## src/rtl/ram_rw_bist.sv

```systemverilog
// ram_rw_bist: fill/read-back/compare self-test engine for a single-port block RAM
module ram_rw_bist #(
  parameter int ADDR_W     = 5,
  parameter int DATA_W     = 8,
  parameter int RD_LATENCY = 1,
  parameter int ERR_W      = 16
) (
  input  logic              sys_clk,
  input  logic              sys_rst,
  input  logic              start,
  input  logic [1:0]        mode,
  input  logic [DATA_W-1:0] seed,
  output logic              ram_en,
  output logic              ram_we,
  output logic [ADDR_W-1:0] ram_addr,
  output logic [DATA_W-1:0] ram_wdata,
  input  logic [DATA_W-1:0] ram_rdata,
  output logic              busy,
  output logic              done,
  output logic              pass,
  output logic [ERR_W-1:0]  err_cnt,
  output logic [ADDR_W-1:0] first_err_addr
);
  typedef enum logic [2:0] {IDLE, WRITE, READ, DRAIN, DONE} state_t;
  localparam logic [2*DATA_W-1:0] CB2 = {DATA_W{2'b01}};
  localparam logic [DATA_W-1:0] CB = CB2[DATA_W-1:0];
  state_t state, state_nxt;
  logic [1:0] mode_q;
  logic [DATA_W-1:0] seed_q, wdata_nxt;
  logic [ADDR_W-1:0] addr_nxt;
  logic en_nxt, we_nxt, dr_cnt, dr_nxt, mism, ferr;
  logic [ERR_W-1:0] err_nxt;
  logic [RD_LATENCY-1:0] pv;
  logic [DATA_W-1:0] pd [RD_LATENCY];
  logic [ADDR_W-1:0] pa [RD_LATENCY];
  wire accept = (state == IDLE) && start;

  function automatic logic [DATA_W-1:0] pat(input logic [1:0] m, input logic [DATA_W-1:0] s,
                                            input logic [ADDR_W-1:0] a);
    logic [DATA_W-1:0] ax;
    ax = DATA_W'(a);
    return m == 2'd0 ? ax + s :
           m == 2'd1 ? (a[0] ? ~CB : CB) ^ s :
           m == 2'd2 ? ~ax ^ s : s;
  endfunction

  // next state and next values of the registered RAM-side outputs
  always_comb begin
    state_nxt = state;
    en_nxt = 1'b0;
    we_nxt = 1'b0;
    addr_nxt = '0;
    wdata_nxt = '0;
    dr_nxt = 1'b0;
    case (state)
      IDLE: if (start) begin
        state_nxt = WRITE;
        en_nxt = 1'b1;
        we_nxt = 1'b1;
        wdata_nxt = pat(mode, seed, '0);
      end
      WRITE: begin
        en_nxt = 1'b1;
        if (ram_addr == '1) state_nxt = READ;
        else begin
          we_nxt = 1'b1;
          addr_nxt = ram_addr + 1'b1;
          wdata_nxt = pat(mode_q, seed_q, ram_addr + 1'b1);
        end
      end
      READ: if (ram_addr == '1) state_nxt = DRAIN;
        else begin
          en_nxt = 1'b1;
          addr_nxt = ram_addr + 1'b1;
        end
      DRAIN: if (dr_cnt == 1'(RD_LATENCY - 1)) state_nxt = DONE;
        else dr_nxt = 1'b1;
      default: state_nxt = IDLE;
    endcase
  end

  // compare the pipeline tail against the returning read data
  always_comb begin
    mism = pv[RD_LATENCY-1] && (ram_rdata != pd[RD_LATENCY-1]);
    err_nxt = (mism && err_cnt != '1) ? err_cnt + 1'b1 : err_cnt;
  end

  // state, RAM port and status registers
  always_ff @(posedge sys_clk) begin
    if (sys_rst) begin
      state <= IDLE;
      {ram_en, ram_we, ram_addr, ram_wdata, busy, done, dr_cnt} <= '0;
    end else begin
      state <= state_nxt;
      ram_en <= en_nxt;
      ram_we <= we_nxt;
      ram_addr <= addr_nxt;
      ram_wdata <= wdata_nxt;
      dr_cnt <= dr_nxt;
      busy <= state_nxt != IDLE;
      done <= state_nxt == DONE;
    end
  end

  // latched test setup and error tracking, held until the next accepted start
  always_ff @(posedge sys_clk) begin
    if (sys_rst || accept) begin
      mode_q <= sys_rst ? '0 : mode;
      seed_q <= sys_rst ? '0 : seed;
      {err_cnt, first_err_addr, pass, ferr} <= '0;
    end else begin
      err_cnt <= err_nxt;
      if (mism && !ferr) begin
        ferr <= 1'b1;
        first_err_addr <= pa[RD_LATENCY-1];
      end
      if (state_nxt == DONE) pass <= err_nxt == '0;
    end
  end

  // expected-data pipeline aligned with the RAM read latency
  always_ff @(posedge sys_clk) begin
    if (sys_rst) begin
      pv <= '0;
      for (int i = 0; i < RD_LATENCY; i++) begin
        pd[i] <= '0;
        pa[i] <= '0;
      end
    end else begin
      pv[0] <= ram_en & ~ram_we;
      pd[0] <= pat(mode_q, seed_q, ram_addr);
      pa[0] <= ram_addr;
      for (int i = 1; i < RD_LATENCY; i++) begin
        pv[i] <= pv[i-1];
        pd[i] <= pd[i-1];
        pa[i] <= pa[i-1];
      end
    end
  end
endmodule
```

## config.mk

```make
export PLATFORM = sky130hd
export DESIGN_NAME = ram_rw_bist
export DESIGN_NICKNAME = d
export VERILOG_FILES = /design/src/rtl/ram_rw_bist.sv
export SDC_FILE = /design/constraint.sdc
export NUM_CORES = 1
export LEC_CHECK = 0
export CAP_MARGIN = 20
export CELL_PAD_IN_SITES_DETAIL_PLACEMENT = 0
export CELL_PAD_IN_SITES_GLOBAL_PLACEMENT = 1
export CORE_ASPECT_RATIO = 2
export CORE_UTILIZATION = 36
export DETAILED_ROUTE_END_ITERATION = 10
export PLACE_DENSITY_LB_ADDON = 0.1
export SYNTH_ARGS = -nofsm -noshare
export SYNTH_HDL_FRONTEND = slang
export SYNTH_SLANG_ARGS = --single-unit
```

## constraint.sdc

```tcl
create_clock -name sys_clk -period 2.1 [get_ports sys_clk]
set_input_delay 0.42 -clock sys_clk [delete_from_list [all_inputs] [get_ports sys_clk]]
set_output_delay 0.42 -clock sys_clk [all_outputs]
set_load 0.01 [all_outputs]
```

==> results.md <==
* Crit path max fanout at 2
* Vias at ~3400
* Detailed Route WL at 11300 um
* Cell Area, Synth at 3670 um2
* Longest Clk Path Bufs at 2
* RSZ-0062 raised after global routing: true
* Failing checks: setup timing
* First DRT Iteration DRCs at 127
* Top Family by Delay on Critical Path: compound AO/OA/AOI/OAI gates
* Fmax at 0.454 GHz
* CP cell instances: buf_6 > ha_4 > fa_2 > a21o_1 > a21o_1 > a21o_1 > a21oi_2 > o21ai_2 > xnor2_1 > o22ai_1
* Syn_nets at 456
* Port Buffers at 59
* Seq/Total Area, Yosys at 39.3%
* EDFF count, synth at 10
* # hold bufs at CTS at 0
* Chip width at 73.4 um
* Top cells by count, synth: 57 x dfxtp_1, 54 x nor2_1, 37 x xnor2_1
* I/O Pins at 60
* Most used cell, CP: a21o_1
* Pre-CTS WS at -0.367 ns
* Placement row count at slightly above 50
* Core area at 9830 um2
* Initial antenna violation count at 0
* Mean post-synth cell area at 8.76 um2
* H-Tree Depth at 3
* Worst-path clk slew at 0.06 ns
* Standby leakage power at approximately 0.0022 uW
* Peak supply drop at 0.378 mV
* Total power at 3760 uW
* Ant diodes at 0
* DRC viols at 0
* Largest net degree at the start of global routing at 18
* Vias in the first global route at 3543
* Nets at 582
* Root Buffer: clkbuf_16
* Setup-failing EPs final at 2
* Number of synthesized register bits at 67
* Synth Instances at 419
* Max Slew Vio Count at 0
* Placed wire-length estimate at 8790 um
* CP max stage delay at between 0.4 and 0.5 ns
* Synth cell types at 56
* Post-synth top area cell: dfxtp_1
* Die area at 10600 um2
* Area delta synth->final at 51.8%
* Power Density at 674 nW/um2
* First-pass iteration count of the detailed router at 4
* First-pass GRT wire length at 16900 um
* Hold WC Path Type: flip-flop to flip-flop
* Status: finished, violations left
* Gr ovfl total at 0
* Worst endpoint required time at 2.30 ns
* Finished Cell Area at about 5600 um2
* CP Launch Type: flip-flop
* RePlAce Congestion at 0.866
* Slowest-stage cell, CP: edfxtp_1
* Warnings, synthesis at 0
* Clock Sink Count at 67
* Cell area after placement at 4930 um2
* Critical Path Sink Type: flip-flop
* Arrival @ worst endpoint at ~2.4 ns
* Area contributors post-synth: dfxtp_1 31%, xnor2_1 8.8%, edfxtp_1 8.2%
* Most frequent cell after synthesis: dfxtp_1
* Layout Skew at slightly above 0.006 ns
* Hold Vio Cnt, Final at 0
* GRT Total Usage at 22.1%
* TritonCTS buffer count at 9
* Kind of critical path: flip-flop to flip-flop
* Synth top area share at 31.1%
* Worst-Skew Late Latency at between 0.3 and 0.4 ns
* Crit path buf inv count at 1
* Final core occ at 56.7%
* Drt via density at 4.99
* Worst setup margin at -0.104 ns
* Initial cell density of the core at a little under two fifths
* Worst Tran Pin Value at 0.506 ns
* Max-cap violations at 0
* Setup TNS at -0.130 ns
* Rel. slew slack at 66.1%
* CTS tree: yes
* DIE HEIGHT at 145 um
* Ys flop type: dfxtp_1
* Period utilization at 105%
* Share of cells above drive strength 1 at 27.6%
* Antenna-violating nets left at 0
* Async SR Flop Fraction at 0%
* Wirelength per Cell at 16.5 um
* Crit path time final at 2.20 ns
==> report_power, final <==
group	internal, uW	leakage, uW	switching, uW
Combinational	318	0.00143	278
Sequential	1360	0.000574	52.9
Clock	1190	0.000173	550
Total	2880	0.00217	881
==> layer usage <==
| metal | vias up | GRT usage [%] | share of wire, % |
|---|---|---|---|
| met5 | - | 0 | 0 |
| met4 | 0 | 13.6 | 3.4 |
| met3 | 21 | 3.12 | 2.2 |
| met2 | 78 | 45.9 | 61 |
| met1 | 1610 | 18.3 | 33 |
| li1 | 1693 | - | - |
==> final timing paths <==
check | from | to | slack [ns] | depth (start not counted)
min | ram_we$_SDFF_PP0_ | pv$_SDFF_PP0_ | 0.43 | 1
min reg2reg | ram_we$_SDFF_PP0_ | pv$_SDFF_PP0_ | 0.43 | 1
max | seed_q[0]$_SDFFCE_PP0P_ | ram_wdata[6]$_SDFF_PP0_ | -0.10 | 10
max reg2reg | seed_q[0]$_SDFFCE_PP0P_ | ram_wdata[6]$_SDFF_PP0_ | -0.10 | 10
==> cell usage in the layout (no fill, tap or decap), types with 4 or more instances in the layout <==
master,count
xnor2_1,36
inv_1,14
nor3_1,7
dfxtp_2,4
buf_4,75
nand2_1,30
ha_1,7
buf_6,4
nand3_2,4
a211oi_1,4
dfxtp_1,51
edfxtp_1,10
o211ai_1,4
clkbuf_16,9
a21o_1,6
or3_1,5
or2_2,6
nor2_1,53
clkdlybuf4s50_1,58
xor2_1,15
nor2b_1,19
nand3_1,6
a21oi_1,12
ha_4,7
o21ai_0,9
mux2i_1,9
nor4_1,4
o21ai_2,5
nand4_1,7
==> sequential cells by signal (all words and copies together), names as in the netlist, 2 cells and up <==
name and flops:
err_cnt 16, pd 8, ram_wdata 8, seed_q 8, first_err_addr 5, pa 5
ram_addr 5, state 3, mode_q 2
==> cells by family after synthesis <==
family / share of synthesized area [%]
AOI/OAI and AO/OA: 12.0
xor gates and xnor gates: 12.7
adders and majority gates: 5.87
buffers and inverters: 4.33
DFF: 39.3
muxes: 2.46
and+or+nand+nor: 23.4
==> area by class of cell <==
cell class                      count  area, um2
Clock inverter                      6        110
Fill cell                         960       4260
Multi-Input combinational cell    313       2320
Tap cell                          132        165
Clock buffer                       10        239
Inverter                           15       56.3
Timing Repair Buffer              139       1220
Sequential cell                    67       1450
==> through the flow <==
stage / cells / hold WS, ns
2_1_floorplan: 419 / 0.426
3_3_place_gp: 662 / 0.424
3_5_place_dp: 662 / 0.429
4_1_cts: 679 / 0.430
5_1_grt: 682 / 0.451
6_report: 682 / 0.426
==> what timing repair did <==
action | in CTS | in global routing
setup buffers | 1 | 3
resized for setup | 24 | 33
endpoints found under the setup margin | 9 | 12
pin swaps | 16 | 21
Note: power is estimated with default switching activity, not from simulation.
